## config.mk

```make
export PLATFORM = sky130hd
export DESIGN_NAME = seq_pipe_add2_nstage
export DESIGN_NICKNAME = d
export VERILOG_FILES = /design/src/rtl/seq_pipe_add2_nstage.sv
export SDC_FILE = /design/constraint.sdc
export NUM_CORES = 1
export LEC_CHECK = 0
export ABC_AREA = 1
export BUFFER_PORTS_ARGS = -buffer_cell sky130_fd_sc_hd__buf_2
export CORE_MARGIN = 8
export CORE_UTILIZATION = 50
export CTS_CLUSTER_SIZE = 30
export DETAILED_ROUTE_END_ITERATION = 7
export GPL_ROUTABILITY_DRIVEN = 0
export PLACE_DENSITY_LB_ADDON = 0.25
export SETUP_SLACK_MARGIN = 0.05
export SLEW_MARGIN = 20
export SYNTH_ARGS = -nofsm -noshare
export SYNTH_HDL_FRONTEND = slang
export SYNTH_SLANG_ARGS = --single-unit
export TNS_END_PERCENT = 50
```

## constraint.sdc

```tcl
create_clock -name clk -period 1.9 [get_ports clk]
set_input_delay 0.095 -clock clk [delete_from_list [all_inputs] [get_ports clk]]
set_output_delay 0.095 -clock clk [all_outputs]
set_load 0.01 [all_outputs]
```

## src/rtl/seq_pipe_add2_nstage.sv

```systemverilog
// NSTAGES-deep valid/ready pipelined signed adder with overflow flag; optional saturation via SEQ_PIPE_ADD2_NSTAGE_SAT_EN.
// Latency NSTAGES cycles, 1 result/cycle; a stage advances when empty or when its successor advances, so bubbles collapse under stall.
module seq_pipe_add2_nstage #(
  parameter int NBITS   = 8,
  parameter int NSTAGES = 2
) (
  input  logic             clk,
  input  logic             reset_n,
  input  logic [NBITS-1:0] in0,
  input  logic [NBITS-1:0] in1,
  input  logic             in_val,
  output logic             in_rdy,
  output logic [NBITS-1:0] out,
  output logic             out_ovf,
  output logic             out_val,
  input  logic             out_rdy
);

  typedef struct packed {
    logic             ovf;
    logic [NBITS-1:0] dat;
  } stage_t;

  stage_t             stg_q [NSTAGES];
  logic [NSTAGES-1:0] vld_q;
  logic [NSTAGES-1:0] go;
  logic [NBITS-1:0]   sum;
  logic               ovf;
  stage_t             stg_d0;
  logic               go_acc;

  assign sum = in0 + in1;
  assign ovf = (in0[NBITS-1] == in1[NBITS-1]) && (sum[NBITS-1] != in0[NBITS-1]);

  always_comb begin
    stg_d0.ovf = ovf;
    stg_d0.dat = sum;
`ifdef SEQ_PIPE_ADD2_NSTAGE_SAT_EN
    if (ovf) begin
      stg_d0.dat = in0[NBITS-1] ? {1'b1, {(NBITS-1){1'b0}}} : {1'b0, {(NBITS-1){1'b1}}};
    end
`endif
  end

  // Ready ripples back from the consumer through a scalar accumulator to keep the chain acyclic.
  always_comb begin
    go_acc            = out_rdy || !vld_q[NSTAGES-1];
    go                = '0;
    go[NSTAGES-1]     = go_acc;
    for (int k = NSTAGES - 2; k >= 0; k--) begin
      go_acc = !vld_q[k] || go_acc;
      go[k]  = go_acc;
    end
  end

  always_ff @(posedge clk or negedge reset_n) begin
    if (!reset_n) begin
      vld_q <= '0;
      for (int k = 0; k < NSTAGES; k++) begin
        stg_q[k] <= '0;
      end
    end else begin
      if (go[0]) begin
        vld_q[0] <= in_val;
        stg_q[0] <= stg_d0;
      end
      for (int k = 1; k < NSTAGES; k++) begin
        if (go[k]) begin
          vld_q[k] <= vld_q[k-1];
          stg_q[k] <= stg_q[k-1];
        end
      end
    end
  end

  assign in_rdy  = go[0];
  assign out     = stg_q[NSTAGES-1].dat;
  assign out_ovf = stg_q[NSTAGES-1].ovf;
  assign out_val = vld_q[NSTAGES-1];

endmodule

```

==> results of run 1 <==
-- Yosys cell counts (all sizes together) --
cell type / count
a21oi: 3
buf: 10
dfrtp: 20
fa: 1
ha: 7
inv: 13
nand2: 70
nand3: 13
nand3b: 2
nand4: 1
nor2: 3
o21ai: 1
or2: 5
xnor2: 1
-- routing by layer --
metal  global-route usage [%]  vias to the layer above  share of wire [%]
li1                         -                      511                  -
met1                     13.0                      411                 45
met2                     20.5                       24                 49
met3                     2.23                        2                4.9
met4                     4.90                        0                1.0
met5                        0                        -                  0
-- tightest hold or removal path, stage by stage --
cell,delay (ns)
buf_2,0.10
nor2_4,0.08
nand2_1,0.06
nand2_1,0.04
-- registers in the layout, summed over array words and instances, names as in the netlist --
name,count
vld_q,2
out,8
stg_q,9
out_ovf,1
-- stage by stage --
| stage | hold WS, ns | cell area (um^2) |
|---|---|---|
| 2_1_floorplan | -0.201 | 1190 |
| 3_3_place_gp | 0.0516 | 1300 |
| 3_5_place_dp | 0.0527 | 1300 |
| 4_1_cts | 0.107 | 1360 |
| 5_1_grt | 0.113 | 1360 |
| 6_report | 0.114 | 1360 |
-- logic make-up after synthesis --
group | after synthesis | share of synthesized area [%]
buffers and inverters | 23 | 10.5
DFF | 20 | 42.0
adders and majority gates | 8 | 9.02
and+or+nand+nor | 94 | 35.8
xor gates and xnor gates | 1 | 0.735
AOI/OAI and AO/OA | 4 | 1.99
-- area by class of cell --
cell class                 count  area [um^2]  share of cell area [%]
tap                           28         35.0                    2.58
clock buffer                   4         36.3                    2.67
timing repair buffer          32          170                    12.5
multi-input combinational    107          567                    41.8
sequential                    20          500                    36.9
inverter                      13         48.8                    3.59
-- where the power goes --
group          total [uW]  internal [uW]  switching, uW  leakage, uW
Combinational         300            126            174     0.000520
Sequential            541            502           38.2     0.000237
Clock                 236            117            120    0.0000210
-- final timing paths --
check | slack [ns] | depth (start not counted) | end
max | 0.52 | 4 | in_rdy
min | 0.11 | 4 | out_ovf
max reg2reg | 0.71 | 6 | stg_q[11]
min reg2reg | 0.48 | 2 | out[4]
max in group asynchronous | 1.34 | 2 | stg_q[12]
min in group asynchronous | 0.26 | 2 | out[0]
==> results.json, run 1 <==
{
  "run_status": "complete, no violations",
  "post_cts_buffers": 0,
  "drc": 0,
  "r2r-start": "vld_q[1]",
  "crit_buf_inv": 2,
  "relSlewSlack_pct": 71.8,
  "path_class": "flip-flop to output pin",
  "ys_warn_count": 0,
  "grt_first_pass_wirelength_um": 3970,
  "numClockSinks": 20,
  "hold_violations": 0,
  "drt-total-wl_um": 2230,
  "layout-drive-gt1-share_pct": 26.1,
  "synthCells": 150,
  "dp_worst_setup_slack_ns": 0.453,
  "dp_hpwl_um": 1830,
  "crit_path_end_kind": "output pin",
  "max_stage_delay_ns": 0.35,
  "nNetsFinal": 205,
  "setup_slack_ns": 0.524,
  "tns_ns": 0,
  "path_cells": "inv_1 -> nor2_4 -> nand2_4 -> buf_2",
  "fin_util_pct": 60.8,
  "die_height_um": 64.8,
  "crit_path_max_fanout": 12,
  "ys_seq_area_share_pct": 42.0,
  "syn_area_mm2": 0.00119,
  "io_pins": 31,
  "netlist_top_cells_area": "dfrtp_1 (42%), nand2_1 (20%), ha_1 (7.3%), nand3_1 (5.0%), buf_4 (5.0%)",
  "setup_violations": 0,
  "worst_pin_slew_ns": 0.423,
  "cpMaxStageDelayCell": "dfrtp_1",
  "clkTransAtPathRegs_ns": 0.10,
  "hold_buffers": 2,
  "drtIter0Drc": 15,
  "nFillCells": 220,
  "p_per_area_mw_per_mm2": 793,
  "ir_drop_uv": 348,
  "synth_top_area_share_pct": 42.0,
  "area_growth_pct": 13.9,
  "core_area_mm2": 0.00223,
  "first_global_vias": 959,
  "fin_cells": 204,
  "insertion_delay_ns": 0.29,
  "wl_per_cell_um": 10.9,
  "routed-via-count": 948,
  "synth_cell_types": 25,
  "required_ns": 1.80,
  "total_power_uw": 1080,
  "dpl.cell_count": 198,
  "clk_path_buf_depth": 2,
  "ys_ff_latch": 20,
  "port_buffers": 30,
  "startpoint": "vld_q[1]",
  "antenna_found_initial": 0,
  "start_util_pct": 53.4,
  "min_from": "out_rdy",
  "drtPass1Iterations": 4,
  "final_common_cell": "nand2_1",
  "overflow": 0,
  "grt_max_degree": 21,
  "yosys.area.top_type": "dfrtp_1",
  "ant_nets": 0,
  "num_rows": 17,
  "crit_arrival_ns": 1.28,
  "die_x_um": 64.8,
  "cts_inserted_buffers": 3,
  "grt.total_usage_pct": 11.5,
  "start_kind": "flip-flop",
  "final_cell_mix": "nand2_1 (65), buf_2 (30), dfrtp_1 (20), nand3_1 (12), inv_1 (11)",
  "path_delay_family": "simple AND/OR/NAND/NOR gates",
  "grt_setup_unrepaired": "no",
  "finalClockSkew_ns": 0.00208,
  "drv_slew": 0,
  "routed_via_density": 4.65,
  "max_freq_mhz": 727,
  "cts_tree": "built",
  "fin_crit_sh_pct": 72.4,
  "clockRootBuffer": "clkbuf_4",
  "p_leak_uw": 0.000778,
  "maxCapViolCount": 0,
  "synth_nets": 178,
  "period_needed_ns": 1.38,
  "cts_max_level": 1,
  "die_area_mm2": 0.00420,
  "synth_area_per_cell_um2": 7.95,
  "antennaDiodeCount": 0,
  "hp-class": "input port to flip-flop",
  "post_cts_resized": 0
}
Note: power is estimated with default switching activity, not from simulation.
==> run 2, diff against run 1 <==
Clock period 1.9 ns to 1.4 ns, I/O delays scaled along.
==> run 2 against run 1 <==
Sequential power is 36% higher. First-iteration DRC count grew to 3.0 times the previous value. Register-to-register slack worse by 0.38 ns. Via count is 5.3% higher. Wire length is 1.9% higher. Non-clock buffer count is 2 higher. Combinational power is 38% higher. Cell area is 1.1% higher. Core utilization is 0.67 points higher. Critical path type unchanged. Largest cell class unchanged. Highest routed layer unchanged.
==> results.json, run 2 (synthesis gave the netlist of run 1 again) <==
{
  "overflow": 0,
  "clockRootBuffer": "clkbuf_4",
  "path_class": "flip-flop to output pin",
  "antennaDiodeCount": 0,
  "period_needed_ns": 1.19,
  "start_util_pct": 53.4,
  "power.switching_uw": 464,
  "routed-via-count": 998,
  "die_x_um": 64.8,
  "dp_hpwl_um": 1830,
  "cts_max_level": 1,
  "clkTransAtPathRegs_ns": 0.11,
  "grt_setup_unrepaired": "no",
  "clk_path_buf_depth": 2,
  "switching_share_pct": 31.3,
  "nFillCells": 205,
  "r2r-start": "vld_q[1]",
  "grt_first_pass_wirelength_um": 4060,
  "first_global_vias": 982,
  "port_buffers": 30,
  "startpoint": "vld_q[1]",
  "drt-total-wl_um": 2270,
  "min_from": "in1[0]",
  "p_per_area_mw_per_mm2": 1080,
  "regMostFlops": "stg_q",
  "numClockSinks": 20,
  "drtIter0Drc": 45,
  "dp_worst_setup_slack_ns": 0.0187,
  "hold_violations": 0,
  "finalClockSkew_ns": 0.00152,
  "power_frac_seq_pct": 49.6,
  "cts_tree": "built",
  "crit_arrival_ns": 1.12,
  "core_area_mm2": 0.00223,
  "max_freq_mhz": 843,
  "fin_crit_sh_pct": 84.7,
  "drc": 0,
  "grt_max_degree": 21,
  "dpl.cell_count": 199,
  "area_growth_pct": 15.1,
  "hp-class": "input port to flip-flop",
  "crit_path_end_kind": "output pin",
  "drtPass1Iterations": 4,
  "setup_slack_ns": 0.214,
  "antenna_found_initial": 0,
  "clkPwrFrac_pct": 22.5,
  "ant_nets": 0,
  "crit_path_max_fanout": 10,
  "die_height_um": 64.8,
  "final_cell_mix": "nand2_1 (65), buf_2 (30), dfrtp_1 (20), nand3_1 (12), inv_1 (11)",
  "nNetsFinal": 207,
  "largest_reg_flops": 9,
  "cts_inserted_buffers": 3,
  "tns_ns": 0,
  "relSlewSlack_pct": 71.9,
  "ir_drop_uv": 480,
  "insertion_delay_ns": 0.30,
  "routed_via_density": 4.84,
  "num_rows": 17,
  "post_cts_resized": 0,
  "combPwrFrac_pct": 27.9,
  "drv_slew": 0,
  "fin_cells": 206,
  "run_status": "complete, no violations",
  "final_common_cell": "nand2_1",
  "worst_pin_slew_ns": 0.422,
  "start_kind": "flip-flop",
  "wl_per_cell_um": 11.0,
  "grt.total_usage_pct": 12.0,
  "layout-drive-gt1-share_pct": 27.0,
  "setup_violations": 0,
  "p_leak_uw": 0.000788,
  "p_int_uw": 1020,
  "required_ns": 1.33,
  "die_area_mm2": 0.00420,
  "io_pins": 31,
  "maxCapViolCount": 0
}
[run 2: area by class of cell]
cell class	count	area (um^2)	area share, %
Clock buffer	4	36.3	2.64
Sequential cell	20	500	36.5
Timing Repair Buffer	34	185	13.5
Inverter	13	48.8	3.56
Tap cell	28	35.0	2.55
Multi-Input combinational cell	107	567	41.3
[run 2: stage by stage]
stage	hold slack, ns	instance area, um^2	utilization, %	total power [uW]
floorplan	-0.226	1190	-	1070
global placement	0.0213	1310	58.6	1140
detailed placement	0.0348	1310	58.6	1160
CTS	0.0736	1370	61.5	1500
global route	0.103	1370	61.5	1600
finish	0.0731	1370	61.5	1480
[run 2: power groups by stage]
stage / Clock (uW) / Combinational (uW) / Sequential, uW
3_5_place_dp: 0 / 411 / 747
4_1_cts: 341 / 422 / 736
5_1_grt: 380 / 475 / 750
3_3_place_gp: 0 / 399 / 741
2_1_floorplan: 0 / 333 / 741
6_report: 333 / 413 / 735
[run 2: worst paths after layout]
check / endpoint / slack (ns) / cells past startpoint
min reg2reg: out_ovf / 0.48 / 2
max: in_rdy / 0.21 / 4
min in group asynchronous: stg_q[9] / 0.23 / 2
max reg2reg: vld_q[0] / 0.33 / 5
min: stg_q[9] / 0.07 / 4
max in group asynchronous: out_ovf / 0.87 / 2
[run 2: layer usage]
| metal | part of all wire, % | GRT usage (%) |
|---|---|---|
| met5 | 0 | 0 |
| met4 | 2.8 | 8.17 |
| met3 | 5.1 | 2.58 |
| met2 | 50 | 21.7 |
| met1 | 42 | 11.9 |
[run 2: timing repair]
item	in CTS	in global routing
hold buffers	2	0
setup endpoints to repair	1	0
hold endpoints to repair	21	0
setup buffers	1	0
[run 2: worst max-delay path: stages (launching register included)]
cell and delay [ns]:
dfrtp_1 0.35, inv_1 0.06, nor2_4 0.13, nand2_4 0.10
buf_2 0.16
